===== config.mk =====
export PLATFORM = sky130hd
export DESIGN_NAME = simd_sobel_mag_collect
export DESIGN_NICKNAME = d
export VERILOG_FILES = /design/src/rtl/sobel_pkg.sv /design/src/rtl/sync_fifo_fwft.sv /design/src/rtl/simd_sobel_mag_collect.sv
export SDC_FILE = /design/constraint.sdc
export NUM_CORES = 1
export LEC_CHECK = 0
export BUFFER_PORTS_ARGS = -buffer_cell sky130_fd_sc_hd__buf_2
export CAP_MARGIN = 10
export CORE_MARGIN = 1
export CORE_UTILIZATION = 45
export CTS_BUF_LIST = sky130_fd_sc_hd__clkbuf_2
export CTS_CLUSTER_DIAMETER = 50
export DETAILED_ROUTE_END_ITERATION = 10
export GPL_TIMING_DRIVEN = 1
export SLEW_MARGIN = 25
export SYNTH_ARGS = -nofsm -noshare
export SYNTH_HDL_FRONTEND = slang
export SYNTH_HIERARCHICAL = 1
export SYNTH_SLANG_ARGS = --single-unit
export TNS_END_PERCENT = 30

===== constraint.sdc =====
create_clock -name clk_i -period 7.85 [get_ports clk_i]
set_input_delay 2.355 -clock clk_i [delete_from_list [all_inputs] [get_ports clk_i]]
set_output_delay 2.355 -clock clk_i [all_outputs]
set_load 0.02 [all_outputs]

===== src/rtl/sobel_pkg.sv =====
// Shared lane/pixel definitions for the Sobel SIMD path and the per-pixel
// |Gx|+|Gy| magnitude helper used by the collector.
package sobel_pkg;

  localparam int unsigned LANE_W    = 12;
  localparam int unsigned NUM_LANES = 4;
  localparam int unsigned PIX_W     = 8;
  localparam int unsigned P_W       = NUM_LANES * LANE_W;
  localparam int unsigned SUM_W     = LANE_W + 1;

  localparam int unsigned LANE_GX0 = 0;
  localparam int unsigned LANE_GY0 = 1;
  localparam int unsigned LANE_GX1 = 2;
  localparam int unsigned LANE_GY1 = 3;

  localparam logic [PIX_W-1:0]  MAG_MAX  = 8'hFF;
  localparam logic [LANE_W-1:0] LANE_MIN = {1'b1, {(LANE_W-1){1'b0}}};
  localparam logic [LANE_W-1:0] LANE_MAX = {1'b0, {(LANE_W-1){1'b1}}};

  typedef struct packed {
    logic [PIX_W-1:0] pix1;
    logic [PIX_W-1:0] pix0;
  } beat_t;

  // Absolute value of a signed lane; the most negative code clamps to the max positive.
  function automatic logic [LANE_W-1:0] lane_abs(input logic [LANE_W-1:0] v);
    logic [LANE_W-1:0] r;
    if (v == LANE_MIN) begin
      r = LANE_MAX;
    end else if (v[LANE_W-1]) begin
      r = ~v + LANE_W'(1);
    end else begin
      r = v;
    end
    return r;
  endfunction

  function automatic logic [PIX_W-1:0] pix_mag(
    input logic [LANE_W-1:0] gx,
    input logic [LANE_W-1:0] gy,
    input int unsigned       shift,
    input logic              thr_en,
    input logic [PIX_W-1:0]  thr
  );
    logic [SUM_W-1:0] sum;
    logic [SUM_W-1:0] s;
    logic [PIX_W-1:0] mag;
    sum = SUM_W'(lane_abs(gx)) + SUM_W'(lane_abs(gy));
    s   = sum >> shift;
    mag = (s > SUM_W'(MAG_MAX)) ? MAG_MAX : s[PIX_W-1:0];
    if (thr_en) begin
      mag = (mag >= thr) ? MAG_MAX : '0;
    end
    return mag;
  endfunction

endpackage


===== src/rtl/sync_fifo_fwft.sv =====
// First-word-fall-through synchronous FIFO with a registered head (valid/data)
// and an occupancy count. Data holds its last value while the FIFO is empty.
module sync_fifo_fwft #(
  parameter int unsigned WIDTH = 16,
  parameter int unsigned DEPTH = 8
) (
  input  logic                       clk,
  input  logic                       rst_n,
  input  logic                       push,
  input  logic [WIDTH-1:0]           push_data,
  input  logic                       pop,
  output logic                       valid,
  output logic [WIDTH-1:0]           data,
  output logic [$clog2(DEPTH+1)-1:0] count
);

  localparam int unsigned AW = $clog2(DEPTH);
  localparam int unsigned CW = $clog2(DEPTH + 1);

  logic [WIDTH-1:0] mem [DEPTH];
  logic [AW-1:0]    wr_ptr;
  logic [AW-1:0]    rd_ptr;
  logic [AW-1:0]    rd_ptr_nxt_c;
  logic             pop_c;
  logic [CW-1:0]    remain_c;

  assign pop_c        = pop & valid;
  assign rd_ptr_nxt_c = rd_ptr + AW'(pop_c);
  assign remain_c     = count - CW'(pop_c);

  always_ff @(posedge clk) begin
    if (push) begin
      mem[wr_ptr] <= push_data;
    end
  end

  // Head register: next entry from storage if one remains, else the word being written.
  always_ff @(posedge clk or negedge rst_n) begin
    if (!rst_n) begin
      wr_ptr <= '0;
      rd_ptr <= '0;
      count  <= '0;
      valid  <= 1'b0;
      data   <= '0;
    end else begin
      wr_ptr <= wr_ptr + AW'(push);
      rd_ptr <= rd_ptr_nxt_c;
      count  <= remain_c + CW'(push);
      valid  <= (remain_c != '0) | push;
      if (remain_c != '0) begin
        data <= mem[rd_ptr_nxt_c];
      end else if (push) begin
        data <= push_data;
      end
    end
  end

endmodule


===== src/rtl/simd_sobel_mag_collect.sv =====
// Collects FOUR12 SIMD DSP results: tracks issues through the fixed DSP latency,
// computes two saturated |Gx|+|Gy| pixels per beat and throttles the issuer by credit.
module simd_sobel_mag_collect
  import sobel_pkg::*;
#(
  parameter int unsigned DSP_LAT    = 3,
  parameter int unsigned FIFO_DEPTH = 8,
  parameter int unsigned SHIFT      = 0
) (
  input  logic                 clk_i,
  input  logic                 rst_n_i,
  input  logic                 issue_valid_i,
  output logic                 issue_ready_o,
  input  logic [P_W-1:0]       dsp_p_i,
  input  logic [NUM_LANES-1:0] dsp_carryout_i,
  input  logic                 thresh_en_i,
  input  logic [PIX_W-1:0]     thresh_i,
  input  logic                 clear_i,
  output logic                 m_valid_o,
  input  logic                 m_ready_i,
  output logic [2*PIX_W-1:0]   m_data_o,
  output logic                 ovf_sticky_o
);

  localparam int unsigned CNT_W = $clog2(FIFO_DEPTH + 1);
  localparam int unsigned CR_W  = CNT_W + 1;

  logic [DSP_LAT-1:0] vld_sr;
  logic               accept_c;
  logic               tap_c;
  logic               push_c;
  logic               pop_c;

  logic               cap_v;
  logic               cap_carry;
  logic [P_W-1:0]     cap_p;
  beat_t              wr_beat_c;

  logic [CNT_W-1:0]   fifo_count;
  logic [CNT_W-1:0]   count_nxt_c;
  logic [CNT_W-1:0]   inflight;
  logic [CNT_W-1:0]   inflight_nxt_c;
  logic [CR_W-1:0]    credit_nxt_c;

  assign accept_c = issue_valid_i & issue_ready_o;
  assign tap_c    = vld_sr[DSP_LAT-1];
  assign push_c   = cap_v;
  assign pop_c    = m_valid_o & m_ready_i;

  // Credit covers both queued beats and results still inside the DSP/stage pipeline.
  assign count_nxt_c    = fifo_count + CNT_W'(push_c) - CNT_W'(pop_c);
  assign inflight_nxt_c = inflight + CNT_W'(accept_c) - CNT_W'(push_c);
  assign credit_nxt_c   = CR_W'(count_nxt_c) + CR_W'(inflight_nxt_c);

  // Stage 2: magnitude of the captured word; the FIFO storage acts as its register.
  always_comb begin
    wr_beat_c      = '0;
    wr_beat_c.pix0 = pix_mag(cap_p[LANE_GX0*LANE_W +: LANE_W],
                             cap_p[LANE_GY0*LANE_W +: LANE_W],
                             SHIFT, thresh_en_i, thresh_i);
    wr_beat_c.pix1 = pix_mag(cap_p[LANE_GX1*LANE_W +: LANE_W],
                             cap_p[LANE_GY1*LANE_W +: LANE_W],
                             SHIFT, thresh_en_i, thresh_i);
  end

  always_ff @(posedge clk_i or negedge rst_n_i) begin
    if (!rst_n_i) begin
      vld_sr        <= '0;
      cap_v         <= 1'b0;
      cap_carry     <= 1'b0;
      cap_p         <= '0;
      inflight      <= '0;
      issue_ready_o <= 1'b0;
      ovf_sticky_o  <= 1'b0;
    end else begin
      vld_sr[0] <= accept_c;
      for (int i = 1; i < int'(DSP_LAT); i++) begin
        vld_sr[i] <= vld_sr[i-1];
      end
      cap_v <= tap_c;
      if (tap_c) begin
        cap_p     <= dsp_p_i;
        cap_carry <= |dsp_carryout_i;
      end
      inflight      <= inflight_nxt_c;
      issue_ready_o <= (credit_nxt_c < CR_W'(FIFO_DEPTH));
      // A fresh carry-out beats a simultaneous clear.
      if (cap_v && cap_carry) begin
        ovf_sticky_o <= 1'b1;
      end else if (clear_i) begin
        ovf_sticky_o <= 1'b0;
      end
    end
  end

  sync_fifo_fwft #(
    .WIDTH ($bits(beat_t)),
    .DEPTH (FIFO_DEPTH)
  ) u_fifo (
    .clk       (clk_i),
    .rst_n     (rst_n_i),
    .push      (push_c),
    .push_data (wr_beat_c),
    .pop       (pop_c),
    .valid     (m_valid_o),
    .data      (m_data_o),
    .count     (fifo_count)
  );

endmodule


==> results.tsv <==
metric	value	unit
dominant cell type by area after synthesis	edfxtp_1	
HP Class	register to register	
max-cap violation count	0	
Achievable Freq	0.163	GHz
share of cells above drive strength 1	0.306	
synthesized instance count	883	
Cell variety after synth	68	
crit path cell chain	or4_1 > or2_1 > o21ai_1 > xor2_1 > nand2_1 > ha_1 > nor3_1 > a211o_1 > a31oi_1 > mux2_4 > nor3_4 > and3b_1 > ha_1 > nand2b_1 > a21oi_1 > nor2b_1 > o21ai_1 > a21oi_1 > o41ai_2 > a31oi_1 > mux2_2 > mux2_2	
WL/cell	16.8	um
Mapped Nets	1016	
RSZ-0062 raised after global routing	no	
WP buf/inv	0	
status	finished clean	
vias in the first global route	7514	
Crit path max-delay family	compound AO/OA/AOI/OAI gates	
synth warn	6	
All-Layer GR Usage	0.189	
Via-to-Cell Ratio	5.21	
ys flop type	edfxtp_1	
flop2flop setup slack	1730	ps
CTS H-tree depth	2	
commonest cells after routing, fill and taps aside	edfxtp_1, nand2_1, clkbuf_2, dfrtp_1, buf_2	
Slew HR	0.308	
Antenna Nets Post-Route	0	
syn_area_per_cell	12.8	um2
TritonCTS Sinks	214	
Max Slew Vio Count	0	
register area share after synthesis	0.530	
most common cell after layout, fill and taps aside	edfxtp_1	
post-CTS setup buffer count	0	
post-cts resize count	0	
Initial DRC Count	327	
number of flops mapped to enable cells by yosys	128	
final hold violations	0	
first-pass GRT wire length	38300	um
required time worst endpoint	8550	ps
CP max stage cell	o41ai_2	
final wirelength	23200	um
Mapped Area	11300	um2
share of the synthesized area in the top cell type	0.339	
Clock Path Buffers	3	
Final Cycle Share	0.780	
antenna violations before repair	5	
Synth area leaders	edfxtp_1, dfrtp_1, ha_1	
post-route minimum period	6120	ps
Setup Viol. Count Final	0	
startpoint types	register	
Clock Skew	63.4	ps
final setup TNS	0	ps
# DRC	0	
input/output buffers	84	
CTS tree	done	
Starting Density	0.461	
CP arrival	6820	ps
crit-path max FO	16	
CP Capture Type	register	
Core Area	24500	um2
detailed-route via count	7210	
Inserted Clock Buffers	56	
Std-Cell Rows	57	
first-pass iteration count of the detailed router	5	
delay of the slowest critical-path stage	600	ps
CTS clk-pin slew, worst paths	100	ps
Die X	161	um
Hold-fix buffers, CTS	0	
grt total ovfl	0	
Synth Register Bits	214	
DP HPWL	15700	um
fillcell total	2261	
io pins	85	
NumNets Final	1142	
Async SR Flop Fraction	0.402	
largest net degree at the start of global routing	60	
die area	25800	um2
Least-Margin Pin Slew	1040	ps
Final Wtd Congestion	0.806	
CTS Root Cell	clkbuf_2	
clock latency on the worst-skew pair	860	ps
die height	161	um
Area Growth Syn to Fin	11.8	%
Crit Path Class	register to register	
## cells by family after synthesis
family / count (synthesis) / share of synthesized area
compound gates: 132 / 0.0796
xor+xnor: 50 / 0.0400
fa+ha+maj: 67 / 0.0767
buf+inv: 64 / 0.0267
flops: 214 / 0.530
mux: 106 / 0.140
simple gates: 250 / 0.107
## worst reg2reg max path: cells and delay by family, from the launching register on
kind            cells  cell delay, ps
fa+ha+maj           2             620
mux                 3            1000
simple gates        8            1880
xor+xnor            1             160
flops               1             430
compound gates      8            1930
## routing by layer
metal / vias to the layer above / part of all wire / GRT usage
met3: 49 / 0.057 / 0.0467
met4: 2 / 0.021 / 0.0636
met5: - / 0.00052 / 0
met2: 170 / 0.46 / 0.308
met1: 3399 / 0.46 / 0.247
li1: 3590 / - / -
## state kept, by name (all words and copies together), names as in the netlist, 3 cells and up
signal	cells
u_fifo/count	4
inflight	4
u_fifo/wr_ptr	3
u_fifo/mem	128
u_fifo/rd_ptr	3
cap_p	48
u_fifo/data	16
vld_sr	3
## per-stage QoR
stage | worst slack, ps | instances | hold WS (ps) | area [um2] | util
finish | 1730 | 1383 | 364 | 12700 | 0.516
global route | 1190 | 1381 | 384 | 12600 | 0.516
CTS | 1720 | 1380 | 366 | 12600 | 0.515
detailed placement | 1780 | 1275 | 344 | 12100 | 0.494
global placement | 1860 | 1274 | 340 | 12100 | 0.493
floorplan | 2620 | 883 | 331 | 11300 | -
## area by class of cell
cell class | count | area [um2] | area share
clock inverter | 17 | 81.3 | 0.00643
antenna | 3 | 7.51 | 0.000593
clock buffer | 88 | 440 | 0.0348
inverter | 36 | 135 | 0.0107
sequential | 214 | 6000 | 0.474
timing repair buffer | 96 | 520 | 0.0411
tap | 324 | 405 | 0.0320
multi-input combinational | 605 | 5070 | 0.400
## cells in the mapped netlist, drive strengths merged, types with 5 or more instances
library cell / count
buf: 20
dfrtp: 86
xnor2: 18
nor2: 35
a21oi: 30
mux2: 73
nor3b: 5
nand3: 9
o21ai: 35
or3: 6
edfxtp: 128
o31ai: 7
nand2: 124
clkbuf: 8
mux4: 32
a211oi: 5
a31oi: 11
nand2b: 10
or4: 5
xor2: 32
and3: 6
a21o: 9
nor2b: 6
nor3: 15
o211ai: 6
a41oi: 7
inv: 35
nor4: 6
and3b: 5
ha: 63
## path summary, 6_finish.rpt
check / start / to / cells past startpoint
worst min register to register: vld_sr[0]$_DFF_PN0_ / vld_sr[1]$_DFF_PN0_ / 0
min in group asynchronous: rst_n_i / u_fifo/data[12]$_DFFE_PN0P_ / 1
worst min-delay path: vld_sr[0]$_DFF_PN0_ / vld_sr[1]$_DFF_PN0_ / 0
worst max-delay path: cap_p[2]$_DFFE_PN0P_ / u_fifo/data[0]$_DFFE_PN0P_ / 22
worst max register to register: cap_p[2]$_DFFE_PN0P_ / u_fifo/data[0]$_DFFE_PN0P_ / 22
max in group asynchronous: rst_n_i / vld_sr[2]$_DFF_PN0_ / 2
Power is left out: the tool's default activity adds up to more than one toggle a clock period on the data nets, which glitch-free logic cannot reach.
